<file path="config.mk">
export PLATFORM = sky130hd
export DESIGN_NAME = fetch_unit_flat
export DESIGN_NICKNAME = d
export VERILOG_FILES = /design/src/rtl/fetch_unit_if.sv /design/src/rtl/fetch_unit.sv /design/src/flat_wrapper.sv
export SDC_FILE = /design/constraint.sdc
export NUM_CORES = 1
export LEC_CHECK = 0
export CORE_MARGIN = 1
export CORE_UTILIZATION = 43
export DETAILED_ROUTE_END_ITERATION = 16
export GPL_TIMING_DRIVEN = 0
export PLACE_DENSITY = 0.85
export SKIP_CTS_REPAIR_TIMING = 1
export SLEW_MARGIN = 25
export SYNTH_ARGS = -nofsm -noshare
export SYNTH_HDL_FRONTEND = slang
export SYNTH_SLANG_ARGS = --single-unit
</file>
<file path="constraint.sdc">
create_clock -name clk -period 4 [get_ports clk]
set_input_delay 0.8 -clock clk [delete_from_list [all_inputs] [get_ports clk]]
set_output_delay 0.8 -clock clk [all_outputs]
set_load 0.02 [all_outputs]
</file>
<file path="src/rtl/fetch_unit_if.sv">
// Fetch-unit bus bundle: instruction-memory port, IF/ID output register,
// decode handshake and redirect inputs.
// master = fetch_unit, slave = environment (memory / decode / branch unit).
interface fetch_unit_if;
   logic [15:0] im_pc;
   logic [15:0] im_instr;
   logic        id_ready;
   logic        redirect_valid;
   logic [15:0] redirect_pc;
   logic        if_valid;
   logic [15:0] if_instr;
   logic [15:0] if_pc;
   logic [15:0] fetch_count;
   logic        halted;

   modport master (
      output im_pc,
      input  im_instr,
      input  id_ready,
      input  redirect_valid,
      input  redirect_pc,
      output if_valid,
      output if_instr,
      output if_pc,
      output fetch_count,
      output halted
   );

   modport slave (
      input  im_pc,
      output im_instr,
      output id_ready,
      output redirect_valid,
      output redirect_pc,
      input  if_valid,
      input  if_instr,
      input  if_pc,
      input  fetch_count,
      input  halted
   );
endinterface

</file>
<file path="src/rtl/fetch_unit.sv">
// Instruction-fetch initiator for the 16-b core. Drives the PC into a
// combinational word ROM and captures the returned word into the IF/ID
// register, with valid/ready handshake toward decode, redirects, PC wrap
// and a saturating count of accepted instructions.
// Optional macro FETCH_HALT_DETECT_EN: stop fetching after an opcode-F word.
module fetch_unit #(
   parameter logic [15:0] RESET_PC = 16'h0000,
   parameter int          IM_WORDS = 16,
   parameter int          PC_STEP  = 2
) (
   input  logic         clk,
   input  logic         rst_n,
   fetch_unit_if.master bus
);

   // Byte-address mask covering the ROM; bit 0 always cleared.
   localparam logic [15:0] PC_MASK = 16'(2 * IM_WORDS - 1) & 16'hFFFE;
   localparam logic [15:0] PC_RST  = RESET_PC & PC_MASK;
   localparam logic [15:0] STEP    = 16'(PC_STEP);

   logic [15:0] pc_q, pc_d;
   logic        if_valid_q, if_valid_d;
   logic [15:0] if_instr_q, if_instr_d;
   logic [15:0] if_pc_q, if_pc_d;
   logic [15:0] fetch_count_q, fetch_count_d;
   logic        run;
   logic        adv;

`ifdef FETCH_HALT_DETECT_EN
   localparam logic [0:0] ST_RUN  = 1'b0;
   localparam logic [0:0] ST_HALT = 1'b1;

   logic [0:0] state_q, state_d;
   logic       halted_q, halted_d;

   assign run        = (state_q == ST_RUN);
   assign bus.halted = halted_q;
`else
   assign run        = 1'b1;
   assign bus.halted = 1'b0;
`endif

   assign adv = (!if_valid_q || bus.id_ready) && run;

   // Next-state: redirect beats everything, then advance, else hold.
   always_comb begin
      pc_d       = pc_q;
      if_valid_d = if_valid_q;
      if_instr_d = if_instr_q;
      if_pc_d    = if_pc_q;
`ifdef FETCH_HALT_DETECT_EN
      state_d    = state_q;
      halted_d   = halted_q;
`endif
      if (bus.redirect_valid) begin
         // Flush the IF/ID word; target shows up one cycle later.
         pc_d       = bus.redirect_pc & PC_MASK;
         if_valid_d = 1'b0;
`ifdef FETCH_HALT_DETECT_EN
         state_d    = ST_RUN;
         halted_d   = 1'b0;
`endif
      end else if (adv) begin
         if_instr_d = bus.im_instr;
         if_pc_d    = pc_q;
         if_valid_d = 1'b1;
         pc_d       = (pc_q + STEP) & PC_MASK;
`ifdef FETCH_HALT_DETECT_EN
         if (bus.im_instr[15:12] == 4'hF) begin
            state_d  = ST_HALT;
            halted_d = 1'b1;
         end
`endif
      end
`ifdef FETCH_HALT_DETECT_EN
      else if (if_valid_q && bus.id_ready) begin
         // Halted: the HALT word drains and nothing refills the register.
         if_valid_d = 1'b0;
      end
`endif
   end

   // Accepted-instruction counter; a word flushed by a redirect is not counted.
   always_comb begin
      fetch_count_d = fetch_count_q;
      if (if_valid_q && bus.id_ready && !bus.redirect_valid &&
          fetch_count_q != 16'hFFFF)
         fetch_count_d = fetch_count_q + 16'd1;
   end

   // State registers, asynchronously cleared.
   always_ff @(posedge clk or negedge rst_n) begin
      if (!rst_n) begin
         pc_q          <= PC_RST;
         if_valid_q    <= 1'b0;
         if_instr_q    <= 16'h0000;
         if_pc_q       <= 16'h0000;
         fetch_count_q <= 16'h0000;
      end else begin
         pc_q          <= pc_d;
         if_valid_q    <= if_valid_d;
         if_instr_q    <= if_instr_d;
         if_pc_q       <= if_pc_d;
         fetch_count_q <= fetch_count_d;
      end
   end

`ifdef FETCH_HALT_DETECT_EN
   // Halt FSM registers.
   always_ff @(posedge clk or negedge rst_n) begin
      if (!rst_n) begin
         state_q  <= ST_RUN;
         halted_q <= 1'b0;
      end else begin
         state_q  <= state_d;
         halted_q <= halted_d;
      end
   end
`endif

   assign bus.im_pc       = pc_q;
   assign bus.if_valid    = if_valid_q;
   assign bus.if_instr    = if_instr_q;
   assign bus.if_pc       = if_pc_q;
   assign bus.fetch_count = fetch_count_q;

endmodule

</file>
<file path="src/flat_wrapper.sv">
// flat-port wrapper written by rule: the top's interface ports become plain ports
module fetch_unit_flat 
#(
   parameter logic [15:0] RESET_PC = 16'h0000,
   parameter int          IM_WORDS = 16,
   parameter int          PC_STEP  = 2
)
  (clk, rst_n, bus_im_pc, bus_im_instr, bus_id_ready, bus_redirect_valid, bus_redirect_pc, bus_if_valid, bus_if_instr, bus_if_pc, bus_fetch_count, bus_halted);
  fetch_unit_if bus_i ();
  input  logic clk;
  input  logic rst_n;
  output wire logic [$bits(bus_i.im_pc)-1:0] bus_im_pc;
  input wire logic [$bits(bus_i.im_instr)-1:0] bus_im_instr;
  input wire logic [$bits(bus_i.id_ready)-1:0] bus_id_ready;
  input wire logic [$bits(bus_i.redirect_valid)-1:0] bus_redirect_valid;
  input wire logic [$bits(bus_i.redirect_pc)-1:0] bus_redirect_pc;
  output wire logic [$bits(bus_i.if_valid)-1:0] bus_if_valid;
  output wire logic [$bits(bus_i.if_instr)-1:0] bus_if_instr;
  output wire logic [$bits(bus_i.if_pc)-1:0] bus_if_pc;
  output wire logic [$bits(bus_i.fetch_count)-1:0] bus_fetch_count;
  output wire logic [$bits(bus_i.halted)-1:0] bus_halted;
  assign bus_im_pc = bus_i.im_pc;
  assign bus_i.im_instr = bus_im_instr;
  assign bus_i.id_ready = bus_id_ready;
  assign bus_i.redirect_valid = bus_redirect_valid;
  assign bus_i.redirect_pc = bus_redirect_pc;
  assign bus_if_valid = bus_i.if_valid;
  assign bus_if_instr = bus_i.if_instr;
  assign bus_if_pc = bus_i.if_pc;
  assign bus_fetch_count = bus_i.fetch_count;
  assign bus_halted = bus_i.halted;
  fetch_unit #(.RESET_PC(RESET_PC), .IM_WORDS(IM_WORDS), .PC_STEP(PC_STEP)) u_core (.clk(clk), .rst_n(rst_n), .bus(bus_i));
endmodule
</file>
==> impl_metrics.csv <==
group,metric,value,unit
outcome,run_status,"finished clean",
critical_path,cp.arrival,2450,ps
critical_path,crit_path_start_kind,"input pin",
grt,grt_pass1_vias,1331,
pwr,clkPwrFrac,0.218,
clock_network,numCtsBuffers,5,
grt,grt-ovfl-total,0,
final_layout,nets,301,
floorplan,start_util,0.4563,
critical_path,crit_fanout,4,
grt,grt_max_degree,32,
pwr,p_seq_frac,0.450,
clock_network,clock_path_buffers,2,
sta,period_share,0.5621,
floorplan,fp.coreArea,4414,um^2
drt,drc,0,
sta,hold_viol,0,
placed_design,postPlaceCellArea,2815,um^2
final_layout,multi_input_area,867.1,um^2
sta,setup_violations,0,
pwr,pwr-share-comb,0.333,
drt,drt_iter0_drc,66,
final_layout,stdcell_count,315,
sta,rsz0062_at_grt,"no",
drt,vias,1448,
clock_network,clockRootBuffer,"clkbuf_8",
pwr,swShare,0.3132,
clock_network,cts_tree,"done",
sta,fin_skew,7.193,ps
placed_design,portBuffers,63,
grt,antenna_found_initial,0,
sta,drv_slew,0,
final_layout,seqCellArea,1026,um^2
clock_network,clk_pin_slew_worst_paths,70,ps
sta,final.setup.worst_slack,1751,ps
critical_path,cp.buffers_inverters,1,
floorplan,die_area,4963,um^2
clock_network,cts.sinks,41,
drt,totalWireLength,3.787,mm
critical_path,crit_path_top_delay_cell,"clkdlybuf4s50_1",
sta,slew_headroom,0.5933,
pwr,power.internal,826.7,uW
final_layout,num-fill-cells,378,
drt,detail-route-antenna-nets,0,
grt,grt_usage,0.1601,
sta,fin_crit,2249,ps
synth,avgSynthCellArea,11.99,um^2
placed_design,dp_slack,1454,ps
floorplan,rows,24,
final_layout,antenna_cells,0,
critical_path,path_cells,"clkdlybuf4s50_1 -> nand3b_1 -> nor4_1 -> nor4b_2 -> xor2_1",
critical_path,worstPathRequired,4200,ps
worst_hold_path,hold_class,"in -> async",
synth,yosysUniqueCellTypes,36,
final_layout,area_growth,44.04,%
placed_design,dp.cells,308,
critical_path,crit_path_end_kind,"register",
synth,netlist_instances,168,
grt,grt_first_pass_wirelength,6.230,mm
critical_path,critical_path.max_stage_delay,510,ps
synth,ys_seq_area_frac,0.5093,
clock_network,clkLatencyLatePin,280,ps
final_layout,layout-drive-gt1-share,0.2357,
clock_network,htree_levels,2,
run,cap_violations,0,
drt,wire_per_inst,12.02,um
pwr,leakage,0.001352,uW
synth,yosys_warnings,0,
floorplan,ioPinCount,102,
floorplan,die_w,70.45,um
drt,viasPerCell,4.597,
pwr,p_per_area,414.8,nW/um^2
floorplan,die_y,70.45,um
pwr,power.switching,377.0,uW
sta,finalSetupTns,0,ps
final_layout,final_cell_area,2902,um^2
pwr,vdd_drop_max,203.7,uV
sta,fmax,444.7,MHz
synth,syn_area,2014,um^2
sta,tightest_slew,605.3,ps
synth,ys_ff_latch,41,
drt,firstDrtPassIters,4,
placed_design,dp_hpwl,2.971,mm
critical_path,path_class,"in -> reg",
placed_design,gp_congestion,0.8198,
critical_path,crit_family,"simple AND/OR/NAND/NOR gates",
path summary, 6_finish.rpt:
path | startpoint | end | slack [ps] | cells past startpoint
setup / recovery | bus_id_ready | u_core.bus.fetch_count[15] | 1750 | 5
setup reg to reg | u_core.bus.fetch_count[6] | u_core.bus.fetch_count[1] | 2270 | 4
min in group clk | u_core.bus.fetch_count[14] | u_core.bus.fetch_count[14] | 500 | 1
max in group asynchronous | rst_n | u_core.bus.if_valid | 3170 | 2
hold reg to reg | u_core.bus.fetch_count[14] | u_core.bus.fetch_count[14] | 500 | 1
hold / removal | rst_n | u_core.bus.fetch_count[13] | 390 | 1
cells in the final DEF (no fill, tap or decap), types with 5 or more instances in the layout:
cell type	instances
nand2_1	8
buf_4	25
nand3_1	7
clkbuf_8	6
xor2_1	10
clkdlybuf4s50_1	62
xnor2_1	5
dfrtp_1	41
conb_1	25
mux2_2	22
routing by layer:
| layer | vias to the layer above | wire (um) | global-route usage |
|---|---|---|---|
| met3 | 2 | 209 | 0.04906 |
| met4 | 0 | 8 | 0.03333 |
| met2 | 45 | 1946 | 0.2688 |
| met1 | 677 | 1623 | 0.2028 |
| li1 | 724 | - | - |
| met5 | - | 0 | 0 |
stage by stage:
step | power [uW] | hold WS (ps) | utilization
after floorplan | 761.5 | 504.4 | -
after global placement | 941.8 | 483.8 | 0.6344
after detailed placement | 953.9 | 489.3 | 0.6378
after CTS | 1219 | 385.6 | 0.6573
after global routing | 1272 | 382.3 | 0.6573
final | 1204 | 387.5 | 0.6573
registers in the layout (all words and copies together), names as in the netlist:
register and cells:
u_core.bus.if_instr 16, u_core.bus.if_pc 4, u_core.bus.im_pc 4, u_core.bus.fetch_count 16, u_core.bus.if_valid 1
cell families after synthesis:
family,after synthesis,synth area share
fa+ha+maj,2,0.01242
simple gates,42,0.1348
flops,41,0.5093
xor+xnor,15,0.06521
compound gates,12,0.03603
buf+inv,31,0.1050
mux,24,0.1354
other cells,1,0.001862
power groups by stage:
stage	Sequential [uW]	Clock, uW	Combinational [uW]
final	541	262	400
after global routing	553	293	427
after CTS	542	272	405
after detailed placement	550	0	404
after global placement	546	0	396
after floorplan	620	0	141
synthesized netlist by cell type:
master | count | area share
dfrtp_1 | 41 | 0.51
buf_4 | 25 | 0.093
mux2_2 | 22 | 0.12
xor2_1 | 10 | 0.043
nand2_1 | 8 | 0.015
nand3_1 | 7 | 0.017
xnor2_1 | 5 | 0.022
nor2_1 | 4 | 0.0075
o21ai_0 | 4 | 0.0099
a211oi_1 | 3 | 0.011
a21oi_1 | 3 | 0.0075
inv_1 | 3 | 0.0056
nand4_1 | 3 | 0.0093
nor3_1 | 3 | 0.0075
and2_1 | 2 | 0.0062
and3_1 | 2 | 0.0062
clkbuf_1 | 2 | 0.0037
ha_1 | 2 | 0.012
nor4_1 | 2 | 0.0062
a21oi_2 | 1 | 0.0043
a31oi_1 | 1 | 0.0031
and3b_1 | 1 | 0.0043
and4_2 | 1 | 0.0050
buf_2 | 1 | 0.0025
conb_1 | 1 | 0.0019
mux2_4 | 1 | 0.0075
mux2i_1 | 1 | 0.0050
nand2b_1 | 1 | 0.0031
nand3b_1 | 1 | 0.0037
nand4_4 | 1 | 0.011
nand4b_1 | 1 | 0.0043
nor2b_1 | 1 | 0.0031
nor3b_1 | 1 | 0.0037
nor4_4 | 1 | 0.011
nor4b_2 | 1 | 0.0075
or2b_1 | 1 | 0.0037
final cells by class:
cell class,count,share of cell area
inverters,3,0.003881
clock buffers,7,0.02975
repair buffers,64,0.2225
flip-flops and latches,41,0.3536
well taps,52,0.02242
multi-input cells,120,0.2988
plain buffers,28,0.06900
(Power assumes the default switching activity.)
